`config.mk`:
```
export PLATFORM = sky130hd
export DESIGN_NAME = regfile_wb_arbiter
export DESIGN_NICKNAME = d
export VERILOG_FILES = /design/src/rtl/regfile_wb_arbiter.sv
export SDC_FILE = /design/constraint.sdc
export NUM_CORES = 1
export LEC_CHECK = 0
export ABC_AREA = 1
export BUFFER_PORTS_ARGS = -buffer_cell sky130_fd_sc_hd__buf_2
export CAP_MARGIN = 15
export CORE_MARGIN = 10
export CORE_UTILIZATION = 40
export CTS_BUF_LIST = sky130_fd_sc_hd__clkbuf_8 sky130_fd_sc_hd__clkbuf_16
export DETAILED_ROUTE_END_ITERATION = 10
export GPL_TIMING_DRIVEN = 0
export PLACE_DENSITY = 0.76
export SYNTH_ARGS = -nofsm -noshare
export SYNTH_HDL_FRONTEND = slang
export SYNTH_SLANG_ARGS = --single-unit
```
`constraint.sdc`:
```
create_clock -name I_clk -period 2.3 [get_ports I_clk]
set_clock_uncertainty 0.2 [all_clocks]
set_input_delay 0.46 -clock I_clk [delete_from_list [all_inputs] [get_ports I_clk]]
set_output_delay 0.46 -clock I_clk [all_outputs]
set_load 0.05 [all_outputs]
```
`src/rtl/regfile_wb_arbiter.sv`:
```
// Round-robin write-back arbiter feeding the single register-file write port, plus per-register pending scoreboard.
// Grant is combinational, the write port is registered one cycle later; grants are never refused, so there is no backpressure.
module regfile_wb_arbiter #(
  parameter int NREQ = 3,
  parameter int DW   = 32,
  parameter int AW   = 4
) (
  input  logic                 I_clk,
  input  logic                 I_rst,
  input  logic [NREQ-1:0]      I_req_valid,
  input  logic [NREQ*AW-1:0]   I_req_rd,
  input  logic [NREQ*DW-1:0]   I_req_data,
  output logic [NREQ-1:0]      O_req_ready,
  input  logic                 I_alloc_valid,
  input  logic [AW-1:0]        I_alloc_rd,
  output logic                 O_alloc_ready,
  output logic [(1<<AW)-1:0]   O_pending,
  output logic                 O_regwen,
  output logic [AW-1:0]        O_rd,
  output logic [DW-1:0]        O_data,
  output logic                 O_stray
);

  localparam int NREG = 1 << AW;
  localparam int PW   = (NREQ > 1) ? $clog2(NREQ) : 1;

  logic [PW-1:0]   rr_q, rr_d;
  logic [NREG-1:0] pend_q, pend_d;
  logic            wen_q;
  logic [AW-1:0]   rd_q;
  logic [DW-1:0]   data_q;
  logic            stray_q;

  logic [NREQ-1:0] gnt;
  logic            gnt_any;
  logic [AW-1:0]   gnt_rd;
  logic [DW-1:0]   gnt_data;
  logic            gnt_wr;
  logic [NREG-1:0] set_v, clr_v;

  // Search order starts at rr_q and wraps; the first valid requester wins.
  always_comb begin
    gnt     = '0;
    gnt_any = 1'b0;
    if (!I_rst) begin
      for (int k = 0; k < NREQ; k++) begin
        for (int i = 0; i < NREQ; i++) begin
          if (!gnt_any && (((int'(rr_q) + k) % NREQ) == i) && I_req_valid[i]) begin
            gnt_any = 1'b1;
            gnt[i]  = 1'b1;
          end
        end
      end
    end
  end

  always_comb begin
    gnt_rd   = '0;
    gnt_data = '0;
    rr_d     = rr_q;
    for (int i = 0; i < NREQ; i++) begin
      if (gnt[i]) begin
        gnt_rd   = I_req_rd[i*AW +: AW];
        gnt_data = I_req_data[i*DW +: DW];
        rr_d     = PW'((i + 1) % NREQ);
      end
    end
  end

  assign gnt_wr        = gnt_any && (gnt_rd != '0);
  assign O_alloc_ready = !pend_q[I_alloc_rd];

  // A clear and a set of the same register cannot coincide on a legal alloc, so set simply wins.
  always_comb begin
    set_v = '0;
    clr_v = '0;
    if (I_alloc_valid && O_alloc_ready && (I_alloc_rd != '0)) set_v[I_alloc_rd] = 1'b1;
    if (gnt_wr) clr_v[gnt_rd] = 1'b1;
    pend_d = (pend_q & ~clr_v) | set_v;
  end

  always_ff @(posedge I_clk) begin
    if (I_rst) begin
      rr_q    <= '0;
      pend_q  <= '0;
      wen_q   <= 1'b0;
      rd_q    <= '0;
      data_q  <= '0;
      stray_q <= 1'b0;
    end else begin
      rr_q    <= rr_d;
      pend_q  <= pend_d;
      wen_q   <= gnt_wr;
      stray_q <= gnt_wr && !pend_q[gnt_rd];
      if (gnt_any) begin
        rd_q   <= gnt_rd;
        data_q <= gnt_data;
      end
    end
  end

  assign O_req_ready = gnt;
  assign O_pending   = pend_q;
  assign O_regwen    = wen_q;
  assign O_rd        = rd_q;
  assign O_data      = data_q;
  assign O_stray     = stray_q;

endmodule

```
==> results.yml <==
outcome:
  result_of_the_run: "finished with violations"
  failed_checks: "negative setup slack"
sta:
  finalMaxSlewViolations: 0
  fmax_ghz: 0.364
  grt_setup_unrepaired: "yes"
  final_period_minus_worst_setup_slack_ns: 2.75
  setup_ws_ns: -0.448
  final_hold_viol_count: 0
  fin_crit_sh: 1.19
  measured_slew_at_the_worst_slew_check_pin_ns: 0.546
  maxSlewHeadroom: 0.636
  setup_viol: 54
cts:
  cts-buffers-inserted: 5
  htree_num_levels: 2
  cts-root-buf: "sky130_fd_sc_hd__clkbuf_8"
  cts.reportedPaths.clkPinSlew_ns: 0.10
  clock_tree.buffer_depth: 2
  cts_tree: "done"
  numClockSinks: 56
  insertion_delay_to_the_later_sink_of_the_worst_skew_pair_ns: 0.31
  post_cts_hold_buffer_count: 0
synthesis:
  syn_area_um2: 3080
  yosys_warnings: 0
  synth-seq-cells: 56
  postSynth.asyncResetShare: 0
  synth_fp_nets: 570
  synth.lib_cells_used.distinct: 33
  syn-instance-count: 450
  yosys-top-cells-area: "sky130_fd_sc_hd__dfxtp_1 (36%), sky130_fd_sc_hd__nand2_1 (18%), sky130_fd_sc_hd__nand3_1 (5.2%)"
  synth_edf_count: 0
  avgSynthCellArea_um2: 6.85
  synth_most_common_cell: "sky130_fd_sc_hd__nand2_1"
  post-synth-top-area-cell: "sky130_fd_sc_hd__dfxtp_1"
  ys.flop_type: "sky130_fd_sc_hd__dfxtp_1"
  synth_largest_type_area_fraction: 0.364
  synth.top_cells.by_count: "sky130_fd_sc_hd__nand2_1 (148), sky130_fd_sc_hd__dfxtp_1 (56), sky130_fd_sc_hd__nand3_1 (32), sky130_fd_sc_hd__nor2_1 (28), sky130_fd_sc_hd__a21oi_1 (22)"
  seq_area_frac_synth: 0.364
power_and_ir_drop:
  power.net_switching_mw: 3.14
  power.share.combinational: 0.660
  p_int_mw: 3.01
  p_sw_frac: 0.511
  total_leakage_power_nw: 2.56
  powerDensity_nw_per_um2: 1200
  portion_of_total_power_attributed_to_the_clock_network: 0.109
  power.ir.vdd_worst_mv: 0.426
  power_frac_seq: 0.231
  finalPower_mw: 6.14
floorplanning:
  die-height_um: 108
  floorplan.die_area_um2: 11600
  coreArea_um2: 7370
  pin_count: 176
  start_util: 0.418
  fp.dieW_um: 108
  fp-row-count: 31
critical_path:
  arrival_ns: 2.09
  cp_slowest_stage_delay_ns: 0.35
  critPathCaptureType: "output pin"
  critical_path.cell_chain: "inv_2, ha_4, nand2_4, nand3_4, nor2_4, buf_6, a22oi_2, nand2_2, nand2_2, clkinv_4, clkbuf_8, buf_8"
  critPathMostFrequentCell: "sky130_fd_sc_hd__nand2_2"
  crit_path_max_fanout: 10
  worst_setup_path_start_kind: "flop"
  critPathCapture: "O_req_ready[1]"
  reg2reg_to: "O_pending[10]"
  rrSetupSlack_ns: -0.34
  crit_path_start: "rr_q[0]"
  ff2ff_path_depth: 17
  worst-endpoint-required_ns: 1.64
  critical_r2r_launch: "rr_q[0]"
  worst-setup-path-type: "flop to output pin"
  slowest_stage: "sky130_fd_sc_hd__dfxtp_2"
placed_design:
  post-dp-hpwl_um: 10100
  routabilityCongestion: 0.895
  minimum_setup_slack_after_placement_ns: -0.372
  io_buffers: 174
  dp_cells: 723
detailed_routing:
  drt-total-wl_um: 13800
  dr_total_vias: 4162
  drtAntennaViolNets: 0
  detail_route.vias_per_cell: 5.44
  avgRoutedWirePerCell_um: 18.1
  first_pass_iters: 5
  drt_iter0_drc: 230
  detail_route.drc_violations: 0
global_routing:
  first_pass_grt_wire_length_um: 20200
  groute.usage.overall: 0.210
  first_global_vias: 4003
  grt_start_max_net_pins: 18
  grt_remaining_overflow: 0
  antenna_violations_before_repair: 0
final_layout:
  stdcell_count: 765
  num_antenna_cells: 0
  area_growth_pct: 66.4
  final_net_count: 785
  drive_gt1_frac: 0.491
  fillers: 612
min_path:
  min-delay-path-class: "input pin to flop"
job:
  max_cap_violations: 0
-- stage by stage --
step	TNS [ns]	utilization	hold WS, ns	area [µm²]
after CTS	-16.68	0.624	0.150	4600
after floorplan	-0.630	-	0.334	3190
after detailed placement	-12.93	0.568	0.245	4190
after global routing	-19.08	0.695	0.157	5120
final	-12.87	0.695	0.150	5120
after global placement	-9.55	0.568	0.238	4190
-- registers in the layout, indices dropped and copies added, names as in the netlist --
| signal | cells |
|---|---|
| O_regwen | 1 |
| O_pending | 16 |
| O_stray | 1 |
| O_rd | 4 |
| O_data | 32 |
| rr_q | 2 |
-- final cells by class --
class / count / area [µm²] / share of cell area
Multi-Input combinational cell: 343 / 2170 / 0.423
Sequential cell: 56 / 1130 / 0.220
Clock buffer: 5 / 68.8 / 0.0134
Tap cell: 99 / 124 / 0.0242
Buffer: 19 / 176 / 0.0344
Timing Repair Buffer: 208 / 1270 / 0.247
Clock inverter: 3 / 42.5 / 0.00830
Inverter: 32 / 150 / 0.0293
-- power by group through the flow --
stage / Clock [mW] / Combinational, mW / Sequential [mW]
6_report: 0.670 / 4.05 / 1.42
5_1_grt: 0.717 / 4.29 / 1.45
4_1_cts: 0.669 / 3.45 / 1.41
3_5_place_dp: 0 / 3.06 / 1.43
3_3_place_gp: 0 / 3.01 / 1.42
2_1_floorplan: 0 / 1.30 / 2.38
-- worst max-delay path: cells and delay by family, from the launching register on --
family	cells	cell delay, ns
simple gates	5	0.42
flops	1	0.35
fa+ha+maj	1	0.28
buf+inv	5	0.59
compound gates	1	0.12
-- placed cells by master (no fill, tap or decap), drive strengths merged, types with 2 or more instances in the layout --
cell type  instances
a21oi             22
a221oi            18
a22o              14
a22oi              9
buf              216
clkbuf            16
clkinv             2
dfxtp             56
ha                 2
inv               32
nand2            163
nand3             33
nand4              5
nor2              32
nor3               2
o21ai             39
-- routing by layer --
| layer | routed length, µm | GRT usage | up-vias |
|---|---|---|---|
| li1 | - | - | 1965 |
| met1 | 5230 | 0.235 | 1934 |
| met2 | 7070 | 0.374 | 238 |
| met3 | 1210 | 0.0551 | 25 |
| met4 | 306 | 0.0706 | 0 |
| met5 | 0 | 0 | - |
-- logic make-up (layout without fill, tap and decap cells) --
family	count (synthesis)	after routing	share of synthesized area
flip-flops	56	56	0.364
buffers and inverters	51	267	0.0662
AO/OA/AOI/OAI	105	105	0.231
adder cells (fa/ha/maj)	2	2	0.00812
AND/OR/NAND/NOR	236	236	0.331
-- worst min path at each step --
stage / depth (start not counted) / startpoint / slack [ns] / to
2_1_floorplan: 2 / rr_q[0] / 0.33 / rr_q[0]
3_3_place_gp: 2 / O_data[17] / 0.24 / O_data[17]
3_5_place_dp: 2 / O_data[29] / 0.24 / O_data[29]
4_1_cts: 3 / I_req_data[80] / 0.15 / O_data[16]
5_1_grt: 3 / I_req_data[91] / 0.16 / O_data[27]
6_report: 3 / I_req_data[80] / 0.15 / O_data[16]
-- repair_timing --
item	CTS	global route
endpoints found under the hold margin	0	0
gates cloned	0	2
pin swaps	30	31
setup endpoints to repair	55	58
gates resized for setup	55	109
buffers inserted	16	19
Note: power is estimated with default switching activity, not from simulation.
